## config.mk

```make
export PLATFORM = sky130hd
export DESIGN_NAME = autofire_multi_flat
export DESIGN_NICKNAME = d
export VERILOG_FILES = /design/src/rtl/autofire_multi_if.sv /design/src/rtl/autofire_multi.sv /design/src/flat_wrapper.sv
export SDC_FILE = /design/constraint.sdc
export NUM_CORES = 1
export LEC_CHECK = 0
export CORE_MARGIN = 8
export CORE_UTILIZATION = 50
export DETAILED_ROUTE_END_ITERATION = 16
export PLACE_DENSITY_LB_ADDON = 0.15
export SYNTH_ARGS = -nofsm -noshare
export SYNTH_HDL_FRONTEND = slang
export SYNTH_SLANG_ARGS = --single-unit
```

## constraint.sdc

```tcl
create_clock -name clk -period 5.1 [get_ports clk]
set_input_delay 1.53 -clock clk [delete_from_list [all_inputs] [get_ports clk]]
set_output_delay 1.53 -clock clk [all_outputs]
set_load 0.05 [all_outputs]
```

## src/rtl/autofire_multi_if.sv

```systemverilog
// Button bus between the input mapper (master) and the autofire controller (slave).
interface autofire_multi_if #(
   parameter int unsigned CHANNELS = 8,
   parameter int unsigned RATE_W   = 6
) ();
   logic [CHANNELS-1:0] enable;
   logic [RATE_W-1:0]   rate;
   logic [CHANNELS-1:0] btn_in;
   logic [CHANNELS-1:0] btn_out;
   logic [CHANNELS-1:0] firing;

   modport master (
      output enable, rate, btn_in,
      input  btn_out, firing
   );

   modport slave (
      input  enable, rate, btn_in,
      output btn_out, firing
   );
endinterface

```

## src/rtl/autofire_multi.sv

```systemverilog
// Multi-channel autofire: each held, enabled button toggles at a shared rate,
// timed by a per-channel phase accumulator so fractional half-periods average out.
module autofire_multi #(
   parameter int unsigned CLK      = 12_000_000,
   parameter int unsigned CHANNELS = 8,
   parameter int unsigned RATE_W   = 6
) (
   input  logic              clk,
   input  logic              reset,
   autofire_multi_if.slave   bus
);
   localparam int unsigned RATE_MAX = (2 ** RATE_W) - 1;
   localparam int unsigned ACC_W    = $clog2(CLK + 2 * RATE_MAX);

   if (CLK <= 2 * RATE_MAX) begin : g_bad_clk
      $error("autofire_multi: CLK must exceed 2*(2**RATE_W-1)");
   end

   typedef enum logic [1:0] {
      IDLE     = 2'd0,
      FIRE_ON  = 2'd1,
      FIRE_OFF = 2'd2
   } state_e;

   state_e              state_q [CHANNELS];
   logic [ACC_W-1:0]    acc_q   [CHANNELS];
   logic [CHANNELS-1:0] btn_out_q;
   logic [CHANNELS-1:0] firing_q;
   logic [CHANNELS-1:0] btn_prev_q;
   logic [CHANNELS-1:0] en_prev_q;

   logic [ACC_W-1:0]    step_c;
   logic [ACC_W-1:0]    sum_c   [CHANNELS];
   logic [CHANNELS-1:0] wrap_c;
   logic [CHANNELS-1:0] start_c;
   logic                rate_zero_c;

   // Phase step is 2*rate per cycle; a wrap past CLK marks a half-period boundary.
   always_comb begin
      step_c      = ACC_W'({bus.rate, 1'b0});
      rate_zero_c = (bus.rate == '0);
      start_c     = (bus.btn_in & bus.enable) & ~(btn_prev_q & en_prev_q);
      wrap_c      = '0;
      for (int unsigned ch = 0; ch < CHANNELS; ch++) begin
         sum_c[ch]  = acc_q[ch] + step_c;
         wrap_c[ch] = (sum_c[ch] >= ACC_W'(CLK));
      end
   end

   always_ff @(posedge clk) begin
      if (reset) begin
         btn_out_q  <= '0;
         firing_q   <= '0;
         btn_prev_q <= '0;
         en_prev_q  <= '0;
         for (int unsigned ch = 0; ch < CHANNELS; ch++) begin
            state_q[ch] <= IDLE;
            acc_q[ch]   <= '0;
         end
      end else begin
         btn_prev_q <= bus.btn_in;
         en_prev_q  <= bus.enable;
         for (int unsigned ch = 0; ch < CHANNELS; ch++) begin
            unique case (state_q[ch])
               FIRE_ON, FIRE_OFF: begin
                  // Exit takes priority over the toggle in the same cycle.
                  if (!bus.btn_in[ch] || !bus.enable[ch] || rate_zero_c) begin
                     state_q[ch]   <= IDLE;
                     btn_out_q[ch] <= bus.btn_in[ch];
                     firing_q[ch]  <= 1'b0;
                     acc_q[ch]     <= '0;
                  end else if (wrap_c[ch]) begin
                     acc_q[ch]    <= sum_c[ch] - ACC_W'(CLK);
                     firing_q[ch] <= 1'b1;
                     if (state_q[ch] == FIRE_ON) begin
                        state_q[ch]   <= FIRE_OFF;
                        btn_out_q[ch] <= 1'b0;
                     end else begin
                        state_q[ch]   <= FIRE_ON;
                        btn_out_q[ch] <= 1'b1;
                     end
                  end else begin
                     acc_q[ch]    <= sum_c[ch];
                     firing_q[ch] <= 1'b1;
                  end
               end
               default: begin
                  if (start_c[ch] && !rate_zero_c) begin
                     state_q[ch]   <= FIRE_ON;
                     btn_out_q[ch] <= 1'b1;
                     firing_q[ch]  <= 1'b1;
                     acc_q[ch]     <= '0;
                  end else begin
                     state_q[ch]   <= IDLE;
                     btn_out_q[ch] <= bus.btn_in[ch];
                     firing_q[ch]  <= 1'b0;
                  end
               end
            endcase
         end
      end
   end

   assign bus.btn_out = btn_out_q;
   assign bus.firing  = firing_q;

endmodule

```

## src/flat_wrapper.sv

```systemverilog
// flat-port wrapper written by rule: the top's interface ports become plain ports
module autofire_multi_flat 
#(
   parameter int unsigned CLK      = 12_000_000,
   parameter int unsigned CHANNELS = 8,
   parameter int unsigned RATE_W   = 6
)
  (clk, reset, bus_enable, bus_rate, bus_btn_in, bus_btn_out, bus_firing);
  autofire_multi_if #(.CHANNELS(CHANNELS), .RATE_W(RATE_W)) bus_i ();
  input  logic clk;
  input  logic reset;
  input wire logic [$bits(bus_i.enable)-1:0] bus_enable;
  input wire logic [$bits(bus_i.rate)-1:0] bus_rate;
  input wire logic [$bits(bus_i.btn_in)-1:0] bus_btn_in;
  output wire logic [$bits(bus_i.btn_out)-1:0] bus_btn_out;
  output wire logic [$bits(bus_i.firing)-1:0] bus_firing;
  assign bus_i.enable = bus_enable;
  assign bus_i.rate = bus_rate;
  assign bus_i.btn_in = bus_btn_in;
  assign bus_btn_out = bus_i.btn_out;
  assign bus_firing = bus_i.firing;
  autofire_multi #(.CLK(CLK), .CHANNELS(CHANNELS), .RATE_W(RATE_W)) u_core (.clk(clk), .reset(reset), .bus(bus_i));
endmodule
```

Word-level counts from Yosys, hierarchy flattened:

Memories as Yosys holds them, arrays and structs flattened.
Index checks and enable logic that the tools add are counted.

* add/sub/neg operators: 16
* magnitude comparators: 8
* equality and inequality tests: 24
* muxes and demuxes: 394
* bitwise logic cells: 76
* reduce and logical (&&, ||, !) cells: 50

Operators by type and width (count)
* 24-bit two-way mux: 32
* 1-bit two-way mux: 322
* 24-bit by 7-bit adder with 24-bit output: 8
* 24-bit greater-or-equal comparator (second input constant): 8
* 24-bit subtractor (second input constant): 8
* 2-bit two-way mux: 40
* 1-bit bitwise OR: 72
* 8-bit bitwise AND: 3
* 3-bit by 1-bit inequality test with 1-bit output (second input constant): 8
* 1-bit zero test: 17
* 2-bit by 1-bit equality test with 1-bit output (second input constant): 8
* 2-bit equality test (second input constant): 8
* 1-bit logical OR: 16
* 2-bit OR reduction: 8
* 1-bit logical AND: 8
* 8-bit inverter: 1
* 6-bit zero test: 1

* register bits: 32
* bits in writable memories: 208
* input port bits: 24
* output and inout port bits: 16
* word-level logic and storage cells: 581
* memories kept: 2

Memories
* u_core.acc_q: words 8, width 24, read ports 8, clocked after Yosys merged registers in 0, write ports 8, RTL line autofire_multi.sv:26 `logic [ACC_W-1:0] acc_q [CHANNELS];`
* u_core.state_q: words 8, width 2, read ports 8, clocked after Yosys merged registers in 0, write ports 8, RTL line autofire_multi.sv:25 `state_e state_q [CHANNELS];`

Longest topological paths before layout:

* word-level depth: 12
* depth in mapped cells: 18

Worst setup path after synthesis:

Ideal clock, no wire load.

* kind: input port to flip-flop
* from: input port bus_rate[0]
* to: memory u_core.acc_q[0][180] (netlist bit) (data pin)
* setup time: 266 ps
* arrival: 4884 ps
* data required time: 4834 ps
* setup slack: -50 ps
* cell stages on the path: 17
* path buffers: 2
* path through: ha_1 -> fa_1 -> a211o_1 -> a211o_1 -> and2_1 -> nand2_1 -> xnor2_1 -> ha_1 -> nor3b_1 -> o32ai_2 -> a311oi_1 -> or2_0 -> buf_4 -> buf_6 -> nor3_1 -> xor2_1 -> nor2_1

RTL lines
* start, declared: RTL line flat_wrapper.sv:13 `input wire logic [$bits(bus_i.rate)-1:0] bus_rate;`
* end, declared: RTL line autofire_multi.sv:26

==> impl_metrics.ini <==
[run_status]
status = finished clean

[synth]
yosys-top-cells-count = nor2_1 (216), edfxtp_1 (200), nand2_1 (136)
yosys.area.top_type = edfxtp_1
ys_ff_latch = 232
syn_area_per_cell_sq_um = 9.090
ys_types = 111
synth_top_family_by_area = simple AND/OR/NAND/NOR gates
yosys.area_share.simple = 0.2505
synth-compound-area-share = 0.1959
syn_area_sq_um = 17980
synth_top_flop_cell = edfxtp_1
muxShareOfSynthArea = 0.005637
async_flop_share = 0
yosysMostFrequentCell = nor2_1
syn-num-nets = 2074
yosysSeqAreaShare = 0.3697
synth_area_leaders = edfxtp_1 (33%), xnor2_1 (6.1%), nor2_1 (4.5%)
synth_warnings = 0
yosysTopAreaCellShare = 0.3340
synth-edff-count = 200
synthCells = 1978
synth_xor_area_frac = 0.09499
synthAdderAreaFrac = 0.05344

[grt]
grt_usage = 0.2184
grt_pass1_wl_mm = 78.38
antenna_found_initial = 1
grt_max_degree = 27
grt_pass1_vias = 16206
gr-total-overflow = 0

[placed_design]
dpl_cell_area_sq_um = 21570
io_buffers = 39
hpwl_mm = 34.36
place_ws_ns = -0.8422
gp_congestion = 0.9012

[critical_path]
start_kind = primary input
path_class = in2reg
critical_path.max_fanout = 8
cp.arrival_ns = 5.26
end_kind = flop
critical_path_required_ns = 5.41

[floorplanning]
dieArea_sq_um = 42280
rows = 69
die_h_um = 205.6
start_util = 0.5067
coreArea_sq_um = 35480
die_x_um = 205.6
pin_count = 40

[cts]
ctsHoldBuffers = 0
htree_levels = 1
cts_sinks = 232
cts_root_buf = clkbuf_16
worstSkewPairLatency_ns = 0.57
cts_buffer_depth = 3
clk_pin_slew_ns = 0.06
tritoncts = built
cts_buffers = 29

[detailed_routing]
drt_wl_total_mm = 47.20
post_drt_wl_per_cell_um = 16.49
drt_first_pass_iters = 5
vias = 16733
vias_per_cell = 5.845
drc = 0
ant_nets = 0
drt-initial-drc-count = 1168

[timing]
clock_skew_ns = 0.01731
worst_pin_slew_ns = 0.8680
period_share = 0.9708
fin_crit_ns = 4.951
timing.fmax_ghz = 0.2020
hold_viol_final = 0
layout_setup_ws_ns = 0.1492
max_slew_margin = 0.4213
setup_viol = 0
grt_setup_unrepaired = yes
slew_viol_final = 0

[final_layout]
area_growth_pct = 27.81
fin_nets = 2474
multiInputGateArea_sq_um = 11050
final_core_utilization = 0.6477
layout-drive-gt1-share = 0.2366
area.sequential_sq_um = 6646
fillCellCount = 2971
fin_area_sq_um = 22980

[pwr]
vdd_drop_max_uv = 327.6
power_mw = 5.878
power.density_nw_per_um2 = 255.8
cellLeakagePower_nw = 8.859

[hold_path]
hp-class = reg2reg

[flow_run]
cap_violations = 0
-- final cells by class --
cell class | count | share of cell area
tap | 461 | 0.02510
clock inverter | 16 | 0.009582
multi-input combinational | 1631 | 0.4810
clock buffer | 38 | 0.03713
sequential | 232 | 0.2892
timing repair buffer | 437 | 0.1502
antenna | 1 | 0.0001089
inverter | 47 | 0.007677
-- flip-flops by register name, indices dropped and copies added (netlist names) --
name and cells:
u_core.acc_q 184, u_core.btn_prev_q 8, u_core.bus.btn_out 8, u_core.bus.firing 8, u_core.en_prev_q 8, u_core.state_q 16
-- what timing repair did --
item | 4_1_cts | 5_1_grt
buffers inserted | 2 | 7
endpoints found under the setup margin | 77 | 82
cloned | 0 | 1
pin swaps | 5 | 28
resized for setup | 8 | 52
hold endpoints to repair | 0 | 0
-- worst paths after layout --
path,start,end,slack [ns],cells past startpoint
setup / recovery,bus_rate[1],u_core.acc_q[0][132]$_SDFFCE_PP0P_,0.15,18
hold / removal,u_core.en_prev_q[7]$_SDFF_PP0_,u_core.bus.firing[7]$_SDFF_PP0_,0.47,1
setup reg to reg,u_core.acc_q[0][169]$_SDFFCE_PP0P_,u_core.acc_q[0][182]$_SDFFCE_PP0P_,1.11,17
hold reg to reg,u_core.en_prev_q[7]$_SDFF_PP0_,u_core.bus.firing[7]$_SDFF_PP0_,0.47,1
-- worst max-delay path: stages --
cell and delay [ns]:
clkdlybuf4s50_1 0.47, buf_6 0.14, buf_4 0.17, inv_1 0.07, fa_1 0.46, nor2b_2 0.16, o21a_1 0.16, o21ai_2 0.12
a21oi_2 0.19, nand2_1 0.08, xnor2_1 0.16, ha_1 0.24, or2_2 0.34, a211o_4 0.38, a21oi_2 0.16, buf_4 0.18
o21ai_0 0.09, nor3b_2 0.16
-- report_power, final --
group / leakage (nW) / switching, mW / total [mW] / internal (mW)
sequential: 2.45 / 0.130 / 2.33 / 2.20
clock: 0.519 / 0.870 / 2.30 / 1.43
combinational: 5.89 / 0.652 / 1.25 / 0.600
total: 8.86 / 1.65 / 5.88 / 4.23
-- layer usage --
layer | track usage | share of wire
met1 | 0.2882 | 0.47
met3 | 0.02692 | 0.036
met2 | 0.3762 | 0.48
met4 | 0.05208 | 0.021
met5 | 0 | 0
-- layout by cell type, fill, tap and decap left out, types with 23 or more instances in the layout --
cell,netlist,routed
o21ai_0,84,81
nand4_1,34,34
nand2_1,136,136
a21oi_1,120,113
nor2_1,216,216
dfxtp_1,32,32
edfxtp_1,200,200
a21o_1,38,37
nor4_1,30,28
nor2b_1,30,29
and2_1,34,34
or3_1,25,25
a211oi_1,36,33
clkdlybuf4s50_1,0,37
xnor2_1,125,123
nand3_1,81,80
buf_4,6,387
ha_1,64,58
o21a_1,24,23
and3_1,45,45
xor2_1,70,70
nor3_1,93,90
clkbuf_16,0,32
inv_1,47,47
-- through the flow --
stage | hold slack (ns) | std cells | setup TNS, ns
3_3_place_gp | 0.4569 | 2798 | -77.47
4_1_cts | 0.4606 | 2854 | 0
6_report | 0.4706 | 2863 | 0
2_1_floorplan | 0.4264 | 1978 | 0
5_1_grt | 0.4883 | 2863 | -0.3378
3_5_place_dp | 0.4516 | 2798 | -90.70
-- cell families after synthesis --
logic type | count (synthesis)
AOI/OAI and AO/OA | 498
xor gates and xnor gates | 195
adders and majority gates | 72
buffers and inverters | 115
DFF | 232
muxes | 10
and+or+nand+nor | 856
(Power assumes the default switching activity.)
